<file path="config.mk">
export PLATFORM = sky130hd
export DESIGN_NAME = stopwatch_bcd_core
export DESIGN_NICKNAME = d
export VERILOG_FILES = /design/src/rtl/stopwatch_bcd_core_pkg.sv /design/src/rtl/stopwatch_bcd_core_bcd_mod60_counter.sv /design/src/rtl/stopwatch_bcd_core.sv
export SDC_FILE = /design/constraint.sdc
export NUM_CORES = 1
export LEC_CHECK = 0
export ABC_AREA = 1
export BUFFER_PORTS_ARGS = -buffer_cell sky130_fd_sc_hd__buf_2
export CAP_MARGIN = 40
export CELL_PAD_IN_SITES_DETAIL_PLACEMENT = 0
export CELL_PAD_IN_SITES_GLOBAL_PLACEMENT = 1
export CORE_MARGIN = 2
export CORE_UTILIZATION = 36
export CTS_BUF_LIST = sky130_fd_sc_hd__clkbuf_4 sky130_fd_sc_hd__clkbuf_8
export DETAILED_ROUTE_END_ITERATION = 10
export PLACE_DENSITY_LB_ADDON = 0.1
export SYNTH_ARGS = -nofsm -noshare
export SYNTH_HDL_FRONTEND = slang
export SYNTH_SLANG_ARGS = --single-unit
export TNS_END_PERCENT = 20
</file>
<file path="constraint.sdc">
create_clock -name display_clk -period 1.4 [get_ports display_clk]
set_input_delay 0.14 -clock display_clk [delete_from_list [all_inputs] [get_ports display_clk]]
set_output_delay 0.14 -clock display_clk [all_outputs]
set_load 0.1 [all_outputs]
</file>
<file path="src/rtl/stopwatch_bcd_core_pkg.sv">
// Shared display definitions: blank code, field limit, core states and the
// digit order agreed between the counting core and the seven-segment driver.
package stopwatch_bcd_core_pkg;

  // Any code above 9 renders as all segments off in the driver.
  localparam logic [3:0] BLANK_CODE = 4'hF;

  // Largest value held by the MM and SS fields.
  localparam int unsigned FIELD_MAX = 59;

  // Digit positions, rightmost first.
  localparam logic [1:0] DIG_SEC_ONES = 2'd0;
  localparam logic [1:0] DIG_SEC_TENS = 2'd1;
  localparam logic [1:0] DIG_MIN_ONES = 2'd2;
  localparam logic [1:0] DIG_MIN_TENS = 2'd3;

  typedef enum logic [1:0] {
    ST_RUN    = 2'd0,
    ST_PAUSED = 2'd1,
    ST_ADJUST = 2'd2
  } sw_state_e;

endpackage

</file>
<file path="src/rtl/stopwatch_bcd_core_bcd_mod60_counter.sv">
// Two-digit BCD counter (tens/ones) wrapping from MAX_VALUE back to 00.
// carry_out flags the wrapping increment so a following field can advance.
import stopwatch_bcd_core_pkg::*;

module bcd_mod60_counter #(
  parameter int unsigned MAX_VALUE = FIELD_MAX
) (
  input  logic       clk,
  input  logic       rst,
  input  logic       inc,
  output logic [3:0] tens,
  output logic [3:0] ones,
  output logic       carry_out
);

  localparam logic [3:0] MAX_TENS = 4'(MAX_VALUE / 10);
  localparam logic [3:0] MAX_ONES = 4'(MAX_VALUE % 10);

  logic [3:0] tens_q, tens_d;
  logic [3:0] ones_q, ones_d;
  logic       at_max;

  // Next digit values: wrap at the field maximum, ones 9 carries into tens.
  always_comb begin
    tens_d = tens_q;
    ones_d = ones_q;
    at_max = (tens_q == MAX_TENS) && (ones_q == MAX_ONES);
    if (inc) begin
      if (at_max) begin
        tens_d = '0;
        ones_d = '0;
      end else if (ones_q == 4'd9) begin
        tens_d = tens_q + 4'd1;
        ones_d = '0;
      end else begin
        ones_d = ones_q + 4'd1;
      end
    end
  end

  // Digit registers with synchronous reset to 00.
  always_ff @(posedge clk) begin
    if (rst) begin
      tens_q <= '0;
      ones_q <= '0;
    end else begin
      tens_q <= tens_d;
      ones_q <= ones_d;
    end
  end

  assign tens      = tens_q;
  assign ones      = ones_q;
  assign carry_out = inc && at_max;

endmodule

</file>
<file path="src/rtl/stopwatch_bcd_core.sv">
// MM:SS stopwatch core: run/pause, per-field adjust with blinking, and the
// four BCD digits for the seven-segment driver. All timing comes from
// single-cycle tick enables on display_clk.
module stopwatch_bcd_core #(
  parameter logic [3:0]  BLANK_CODE = stopwatch_bcd_core_pkg::BLANK_CODE,
  parameter int unsigned FIELD_MAX  = stopwatch_bcd_core_pkg::FIELD_MAX
) (
  input  logic       display_clk,
  input  logic       i_rst,
  input  logic       i_tick_1hz,
  input  logic       i_tick_2hz,
  input  logic       i_tick_blink,
  input  logic       i_pause,
  input  logic       i_adj,
  input  logic       i_sel,
  output logic [3:0] dig1,
  output logic [3:0] dig2,
  output logic [3:0] dig3,
  output logic [3:0] dig4,
  output logic       o_running
);

  import stopwatch_bcd_core_pkg::*;

  sw_state_e  state_q, state_d;
  logic       run_q, run_d;
  logic       blink_q, blink_d;
  logic       sel_q;

  logic       ss_inc, mm_inc;
  logic       ss_carry, mm_carry_unused;
  logic [3:0] ss_tens, ss_ones, mm_tens, mm_ones;
  logic       blank_ss, blank_mm;
  logic [3:0] digits [0:3];

  // Field increments use the registered state, so a tick coinciding with a
  // mode or pause change is handled with the pre-change behaviour.
  always_comb begin
    ss_inc = ((state_q == ST_RUN) && i_tick_1hz) ||
             ((state_q == ST_ADJUST) && i_tick_2hz && i_sel);
    mm_inc = ((state_q == ST_RUN) && ss_carry) ||
             ((state_q == ST_ADJUST) && i_tick_2hz && !i_sel);
  end

  bcd_mod60_counter #(.MAX_VALUE(FIELD_MAX)) u_ss (
    .clk       (display_clk),
    .rst       (i_rst),
    .inc       (ss_inc),
    .tens      (ss_tens),
    .ones      (ss_ones),
    .carry_out (ss_carry)
  );

  bcd_mod60_counter #(.MAX_VALUE(FIELD_MAX)) u_mm (
    .clk       (display_clk),
    .rst       (i_rst),
    .inc       (mm_inc),
    .tens      (mm_tens),
    .ones      (mm_ones),
    .carry_out (mm_carry_unused)
  );

  // Next state, run flag and blink phase. The run flag toggles on i_pause in
  // every state so a pause issued while adjusting applies on exit.
  always_comb begin
    state_d = state_q;
    run_d   = run_q ^ i_pause;
    blink_d = blink_q;
    case (state_q)
      ST_RUN, ST_PAUSED: begin
        if (i_adj) begin
          state_d = ST_ADJUST;
          blink_d = 1'b0;
        end else begin
          state_d = run_d ? ST_RUN : ST_PAUSED;
        end
      end
      ST_ADJUST: begin
        if (i_tick_blink) blink_d = ~blink_q;
        if (!i_adj)       state_d = run_d ? ST_RUN : ST_PAUSED;
      end
      default: state_d = ST_RUN;
    endcase
  end

  // Control registers; reset returns to running at 00:00.
  always_ff @(posedge display_clk) begin
    if (i_rst) begin
      state_q <= ST_RUN;
      run_q   <= 1'b1;
      blink_q <= 1'b0;
      sel_q   <= 1'b0;
    end else begin
      state_q <= state_d;
      run_q   <= run_d;
      blink_q <= blink_d;
      sel_q   <= i_sel;
    end
  end

  // Digit outputs from registered state only; the selected field blanks on
  // the active blink phase while adjusting.
  always_comb begin
    blank_ss = (state_q == ST_ADJUST) && blink_q && sel_q;
    blank_mm = (state_q == ST_ADJUST) && blink_q && !sel_q;
    digits[DIG_SEC_ONES] = blank_ss ? BLANK_CODE : ss_ones;
    digits[DIG_SEC_TENS] = blank_ss ? BLANK_CODE : ss_tens;
    digits[DIG_MIN_ONES] = blank_mm ? BLANK_CODE : mm_ones;
    digits[DIG_MIN_TENS] = blank_mm ? BLANK_CODE : mm_tens;
  end

  assign dig1      = digits[DIG_SEC_ONES];
  assign dig2      = digits[DIG_SEC_TENS];
  assign dig3      = digits[DIG_MIN_ONES];
  assign dig4      = digits[DIG_MIN_TENS];
  assign o_running = (state_q == ST_RUN);

endmodule
</file>
# Word-level counts from Yosys, hierarchy flattened
# Index checks and enable logic that the tools add are counted.
# totals
register_bits	21
elab_cells	65
# classes
add_sub_neg	4
n_eq_ne	9
mux	19
n_bitwise	2
reduce_logical	23
# ops
operator	n
4-bit 2-to-1 mux	12
4-bit by 1-bit adder with 4-bit output (second input constant)	4
1-bit logical AND	11
4-bit by 3-bit == test with 1-bit output (second input constant)	2
4-bit == test (second input constant)	2
2-bit != test (second input constant)	3
2-bit nonzero test	3
2-bit 2-to-1 mux	2
2-bit one-hot mux with 2 select lines	1
2-bit AND reduction	2
1-bit 2-to-1 mux	3
3-bit AND reduction	1
2-bit by 1-bit == test with 1-bit output (second input constant)	1
2-bit == test (second input constant)	1
1-bit logical NOT	2
2-bit logical NOT	1
1-bit logical OR	2
1-bit one-hot mux with 2 select lines	1
2-bit OR reduction	1
1-bit NOT	1
1-bit XOR	1

# Logic depth before layout (Yosys ltp)
# Gate-level depths: netlist of the first run.
# logic_depth
word_depth	8
mapped_depth	10

# Modules after synthesis
# From an unflattened synthesis of the first run, not the netlist that was laid out.
# unflattened
cells_unflattened	191
area_unflattened_um2	1228.7
# by_module_without_submodules
mod	instances	cells_each	area_each_um2	seq_area_each_um2
bcd_mod60_counter	2	61	427.9	160.2
stopwatch_bcd_core	1	69	372.9	100.1

# Worst setup path after synthesis of the first run
# No wires, ideal clock.
# synth_timing
path_kind	register to register
startpoint	reg state_q[0]
endpoint	reg u_mm.tens_q[0], in the netlist u_mm.tens[0]
setup_time_ps	115
arrival_ps	1678
required_time_ps	1285
slack_ps	-393
path_stages_with_launch	10
n_path_buf	1
synth_period_minus_slack_ps	1793
path_cell_list	dfxtp_1 -> nor2_4 -> nand2_2 -> nand2_4 -> nand3_4 -> nand2_2 -> buf_6 -> nand3_1 -> nand2_1 -> nor2_1
# synth_between
elab_cells_between_ends	11
cone_classes	eq/ne (1); reduce/logical (10)
# synth_rtl
element	line_no	text
from (decl)	stopwatch_bcd_core.sv:25	sw_state_e state_q, state_d;
from (signal assigned)	stopwatch_bcd_core.sv:94	state_q <= state_d;
2-bit logical NOT *	n/a	
via o_running	stopwatch_bcd_core.sv:20	output logic o_running
1-bit logical AND	stopwatch_bcd_core.sv:39	ss_inc = ((state_q == ST_RUN) && i_tick_1hz) ||
1-bit logical OR	stopwatch_bcd_core.sv:39	
1-bit logical AND	stopwatch_bcd_core_bcd_mod60_counter.sv:54	assign carry_out = inc && at_max;
1-bit logical AND *	stopwatch_bcd_core.sv:41	mm_inc = ((state_q == ST_RUN) && ss_carry) ||
1-bit logical OR *	stopwatch_bcd_core.sv:41	
2-bit AND reduction (no source line) *	n/a	
to (signal assigned)	stopwatch_bcd_core_bcd_mod60_counter.sv:47	tens_q <= tens_d;
to (decl)	stopwatch_bcd_core_bcd_mod60_counter.sv:19	logic [3:0] tens_q, tens_d;
# Mark *: on every way through the listed nets, which the timed path passes. The rest lies on a longest branch.
# A chain may end at the register's enable or synchronous reset.

# Worst setup path in the final report of the first run
# layout_timing
startpoint	reg state_q[1]
endpoint	out dig4[2]
# layout_between
elab_chain_cells	4
# layout_lines
element	line_no	text
2-bit == test	stopwatch_bcd_core.sv:105	blank_mm = (state_q == ST_ADJUST) && blink_q && !sel_q;
1-bit logical AND (2 in series)	stopwatch_bcd_core.sv:105	
4-bit 2-to-1 mux	stopwatch_bcd_core.sv:109	digits[DIG_MIN_TENS] = blank_mm ? BLANK_CODE : mm_tens;
to (decl)	stopwatch_bcd_core.sv:19	output logic [3:0] dig4,
# Every way passes these cells.

==> results of run 1 <==
## per-stage QoR
stage | utilization, % | hold WS (ps)
after global placement | 53.9 | 320
after floorplan | - | 202
after detailed placement | 53.9 | 331
after CTS | 58.1 | 51.5
final | 60.1 | 57.7
after global routing | 60.1 | 49.1
## state kept, by name, summed over array words and instances, names as in the netlist
| register | cells |
|---|---|
| run_q | 1 |
| u_ss.ones | 4 |
| state_q | 2 |
| blink_q | 1 |
| u_mm.tens | 4 |
| u_ss.tens | 4 |
| u_mm.ones | 4 |
| sel_q | 1 |
## cell type report
cell class	count	area [um^2]
fillers	343	1320
multi-input cells	126	822
repair buffers	44	543
flip-flops and latches	21	429
inverters	29	109
well taps	46	57.6
clock buffers	4	30.0
## how the worst min path moves through the flow
stage	cells after the start	endpoint
2_1_floorplan	1	u_mm.ones[0]
5_1_grt	2	u_mm.ones[0]
3_3_place_gp	2	state_q[0]
3_5_place_dp	2	state_q[0]
4_1_cts	2	u_mm.ones[0]
6_report	2	u_mm.ones[0]
## Yosys cell counts
cell,count
clkinv_1,1
dfxtp_1,21
nand3_4,1
buf_6,1
or2_2,1
o21ai_2,1
nand2_4,1
nor2_4,1
nand3_2,2
a211oi_1,1
nand4_2,1
xor2_1,1
a21oi_1,11
nor2_2,1
inv_1,28
nor3_1,6
nand2_2,3
a21oi_2,1
o21ai_1,1
nand3_1,17
nand4_1,1
ha_1,8
nand2_1,43
nor3b_2,1
nand3b_1,1
o21ai_0,5
nor2_1,16
xnor2_1,1
## per-layer routing
metal,vias up,track usage (%),share of wire [%]
met2,21,27.8,53
li1,656,-,-
met3,2,1.62,2.8
met1,567,20.7,44
met5,-,0,0
met4,0,4.17,0.71
## worst max-delay path, stage by stage (launching register included)
cell      delay, ps
dfxtp_4         370
inv_2            40
nor2_4           80
nand3b_1        110
buf_8           180
nand2_4          70
buf_12          170
## what timing repair did
action	CTS	global route
pin swaps	0	4
gates resized for setup	27	15
hold buffers	1	0
setup endpoints to repair	19	31
endpoints found under the hold margin	1	0
buffers inserted	3	0
## power groups by stage
stage | registers [mW] | clock network [mW] | logic (mW)
after global placement | 0.646 | 0 | 0.364
after floorplan | 0.645 | 0 | 0.222
after global routing | 0.630 | 0.355 | 0.428
after detailed placement | 0.647 | 0 | 0.368
final | 0.628 | 0.319 | 0.403
after CTS | 0.628 | 0.328 | 0.392
## cell families (layout without fill, tap and decap cells)
| logic type | count (synthesis) | count (layout) | share of synthesized area (%) |
|---|---|---|---|
| compound gates | 20 | 20 | 8.92 |
| fa+ha+maj | 8 | 8 | 8.11 |
| buf+inv | 30 | 77 | 9.73 |
| xor+xnor | 2 | 2 | 1.42 |
| flops | 21 | 21 | 34.0 |
| simple gates | 96 | 96 | 37.8 |
==> flow_summary_export.csv, run 1 <==
group,metric,value,unit
drt,routed_wl,2960,um
sta,period_needed,1460,ps
floorplanning,fp.dieW,62.6,um
final_layout,diodes,0,
power_and_ir_drop,ir_worst_vdd,572,uV
logic_synthesis,synth_cells,177,
worst_hold_path,min_from,"i_rst",
power_and_ir_drop,pwr-share-clk,23.6,%
sta,hold_viol,0,
placement,dpl.hpwl,2250,um
setup_path,crit_fanout,8,
logic_synthesis,synth_nets,193,
clock_tree,cts_max_level,1,
floorplanning,fp.dieArea,3920,um^2
clock_tree,cts-root-buf,"clkbuf_4",
setup_path,rr_endpoint,"u_mm.tens[2]",
global_route,grt_pass1_wl,5130,um
floorplanning,die_y,62.6,um
clock_tree,cts-buffers-inserted,3,
power_and_ir_drop,power,1.35,mW
power_and_ir_drop,power_density,678,nW/um^2
setup_path,critPathKind,"reg2out",
sta,setup_ws,-55.5,ps
run_status,violations,"negative setup slack",
global_route,grt_max_degree,14,
drt,drc,0,
setup_path,endpoint_kind,"output pin",
logic_synthesis,yosys.area.top_type,"dfxtp_1",
placement,place_area,1780,um^2
clock_tree,cts_tree,"built",
drt,drt_iter0_markers,51,
clock_tree,clk_pin_slew,120,ps
drt,dr.pass1.iters,4,
setup_path,worst-r2r-cell-count,10,
power_and_ir_drop,leakagePower,0.907,nW
placement,pre_cts_ws,-39.9,ps
worst_hold_path,hp-class,"in2reg",
logic_synthesis,yosys-top-cells-area,"dfxtp_1 (34%), nand2_1 (13%), inv_1 (8.5%)",
final_layout,fin_nets,241,
setup_path,arrival,1320,ps
sta,finalSetupViolations,16,
run,cap_violations,0,
floorplanning,start_util,37.3,%
setup_path,critPathLaunch,"state_q[1]",
sta,rsz0062_at_grt,"true",
clock_tree,cts.sinks,21,
logic_synthesis,syn_avg_cell_area,6.98,um^2
global_route,antenna_found_initial,0,
clock_tree,clk_latency,300,ps
sta,tightest_slew,300,ps
drt,avgRoutedWirePerCell,11.0,um
global_route,grt_pass1_vias,1172,
sta,fin_crit_sh,104,%
sta,relSlewSlack,79.9,%
global_route,grt_use_total,15.9,%
floorplanning,coreArea,3310,um^2
sta,tns,-574,ps
drt,vias,1246,
placement,dp_cells,262,
logic_synthesis,synth_top_cell_area_share,34.0,%
setup_path,r2r-start,"u_ss.tens[1]",
final_layout,stdcell_count,270,
logic_synthesis,synthDistinctLibCells,28,
power_and_ir_drop,p_sw_share,33.5,%
placement,io_buffers,24,
final_layout,layout-drive-gt1-share,38.4,%
power_and_ir_drop,p_seq_share,46.5,%
run_status,status,"finished with violations",
final_layout,fin_area,1990,um^2
floorplanning,fp-row-count,21,
sta,max_freq,687,MHz
logic_synthesis,seq_area_frac_synth,34.0,%
logic_synthesis,ys.warnings.count,0,
setup_path,endpoint,"dig4[2]",
logic_synthesis,ys_ff_latch,21,
final_layout,final_cell_mix,"inv_1 (26), nand2_1 (26), dfxtp_1 (18), buf_12 (17), buf_4 (16)",
power_and_ir_drop,combPwrFrac,29.8,%
setup_path,rrSetupSlack,10,ps
sta,slew_viol_final,0,
drt,via_per_inst,4.61,
final_layout,area_growth,61.2,%
floorplanning,ios,25,
drt,ant_nets,0,
global_route,grt_overflow,0,
placement,gp_congestion,0.743,
setup_path,required,1260,ps
setup_path,crit_path_start_kind,"flop",
clock_tree,ctsLongestPathBuffers,2,
sta,finalClockSkew,7.45,ps
power_and_ir_drop,p_int,0.898,mW
power_and_ir_drop,p_sw,0.452,mW
logic_synthesis,syn-cell-area,1230,um^2
No activity file was read; power rests on OpenSTA's default activity.
==> run 2, diff against run 1 <==
GPL_ROUTABILITY_DRIVEN = 0   (was default)
RECOVER_POWER = 100   (was default)
==> run 2 against run 1 <==
Net effect: the run still ends with negative setup slack left; highest routed layer unchanged; global-route usage stayed put; critical path depth stayed put; hold slack worse by 0.57 ps; count of clock-buffer cells in the layout unchanged; sequential power about the same.
==> flow_summary_export.csv, run 2 (synthesis gave the netlist of run 1 again) <==
group,metric,value,unit
floorplanning,fp.dieW,62.6,um
floorplanning,start_util,37.3,%
global_route,grt_pass1_vias,1172,
setup_path,arrival,1320,ps
sta,fin_crit_sh,104,%
clock_tree,ctsLongestPathBuffers,2,
sta,max_freq,687,MHz
setup_path,slowest_stage,"dfxtp_4",
clock_tree,cts_max_level,1,
final_layout,fin_nets,241,
sta,tightest_slew,300,ps
floorplanning,die_y,62.6,um
sta,rsz0062_at_grt,"true",
sta,finalHoldWorstSlack,57.1,ps
setup_path,crit_path_cell_trace,"inv_2 -> nor2_4 -> nand3b_1 -> buf_8 -> nand2_4 -> buf_12",
global_route,grt_max_degree,14,
sta,period_needed,1460,ps
setup_path,critPathKind,"reg2out",
sta,slew_viol_final,0,
power_and_ir_drop,leakagePower,0.904,nW
global_route,antenna_found_initial,0,
clock_tree,cts-root-buf,"clkbuf_4",
floorplanning,ios,25,
sta,finalSetupViolations,17,
final_layout,area_growth,60.7,%
setup_path,required,1260,ps
clock_tree,cts_tree,"built",
clock_tree,clk_latency,300,ps
final_layout,final_cell_mix,"inv_1 (26), nand2_1 (26), dfxtp_1 (18), buf_12 (17), buf_4 (16)",
clock_tree,clk_pin_slew,120,ps
drt,drt_iter0_markers,51,
drt,dr.pass1.iters,4,
final_layout,diodes,0,
run_status,violations,"negative setup slack",
setup_path,crit_fanout,8,
drt,drc,0,
drt,avgRoutedWirePerCell,11.0,um
global_route,grt_pass1_wl,5130,um
placement,place_area,1780,um^2
final_layout,layout-drive-gt1-share,37.9,%
setup_path,crit_path_start_kind,"flop",
clock_tree,cts.sinks,21,
final_layout,final_util,59.9,%
drt,via_per_inst,4.61,
final_layout,fin_area,1980,um^2
sta,relSlewSlack,79.9,%
run,cap_violations,0,
drt,ant_nets,0,
sta,finalClockSkew,7.25,ps
run_status,status,"finished with violations",
floorplanning,coreArea,3310,um^2
sta,setup_ws,-56.3,ps
global_route,grt_use_total,15.9,%
setup_path,crit_path_max_incr_delay,370,ps
floorplanning,fp-row-count,21,
clock_tree,cts-buffers-inserted,3,
power_and_ir_drop,ir_worst_vdd,572,uV
drt,vias,1245,
placement,dpl.hpwl,2250,um
worst_hold_path,hp-class,"in2reg",
setup_path,endpoint_kind,"output pin",
sta,hold_viol,0,
placement,pre_cts_ws,-39.9,ps
floorplanning,fp.dieArea,3920,um^2
power_and_ir_drop,power_density,680,nW/um^2
global_route,grt_overflow,0,
placement,io_buffers,24,
drt,routed_wl,2980,um
-- run 2: cell types whose count changed in the layout (fill, tap and decap cells not counted), sizes merged --
cell    change
clkbuf      +1
buf         -1
-- run 2: area by class of cell --
type                    count  area [um^2]
multi-input cells         126          817
clock buffers               4         30.0
repair buffers             44          542
fillers                   344         1330
flip-flops and latches     21          429
inverters                  29          109
well taps                  46         57.6
-- run 2: worst max-delay path, delay by kind of cell, from the launching register on --
| kind | cells | cell delay [ps] |
|---|---|---|
| and+or+nand+nor | 3 | 260 |
| buffers and inverters | 3 | 390 |
| DFF | 1 | 370 |
-- run 2: metrics by stage --
step	TNS (ps)	cells	power, mW
after global placement	-7.95	262	1.01
after detailed placement	-90.4	262	1.01
after floorplan	-7870	177	0.867
after CTS	-675	270	1.35
after global routing	-2720	270	1.41
final	-601	270	1.35
-- run 2: metal layers --
| layer | part of all wire, % | routed length (um) | global-route usage [%] | vias to the layer above |
|---|---|---|---|---|
| met5 | 0 | 0 | 0 | - |
| met3 | 2.4 | 72 | 1.62 | 2 |
| met2 | 53 | 1570 | 27.8 | 19 |
| li1 | - | - | - | 658 |
| met1 | 44 | 1320 | 20.7 | 566 |
| met4 | 0.70 | 21 | 4.17 | 0 |
-- run 2: power breakdown --
group          switching (mW)  internal (mW)
Clock                   0.189          0.130
Sequential             0.0128          0.615
Combinational           0.250          0.152
Total                   0.452          0.898
-- run 2: final timing paths --
| kind | endpoint | cells after the start | slack, ps | start |
|---|---|---|---|---|
| hold reg to reg | run_q | 2 | 500 | run_q |
| hold / removal | u_mm.ones[0] | 2 | 60 | i_rst |
| setup reg to reg | u_mm.tens[2] | 10 | -20 | u_ss.tens[1] |
| setup / recovery | dig4[2] | 6 | -60 | state_q[1] |
-- run 2: timing repair --
action                     4_1_cts  5_1_grt
hold buffers                     1        0
resized for setup               27       15
pin swaps                        0        4
setup buffers                    3        0
hold endpoints to repair         1        0
setup endpoints to repair       19       31
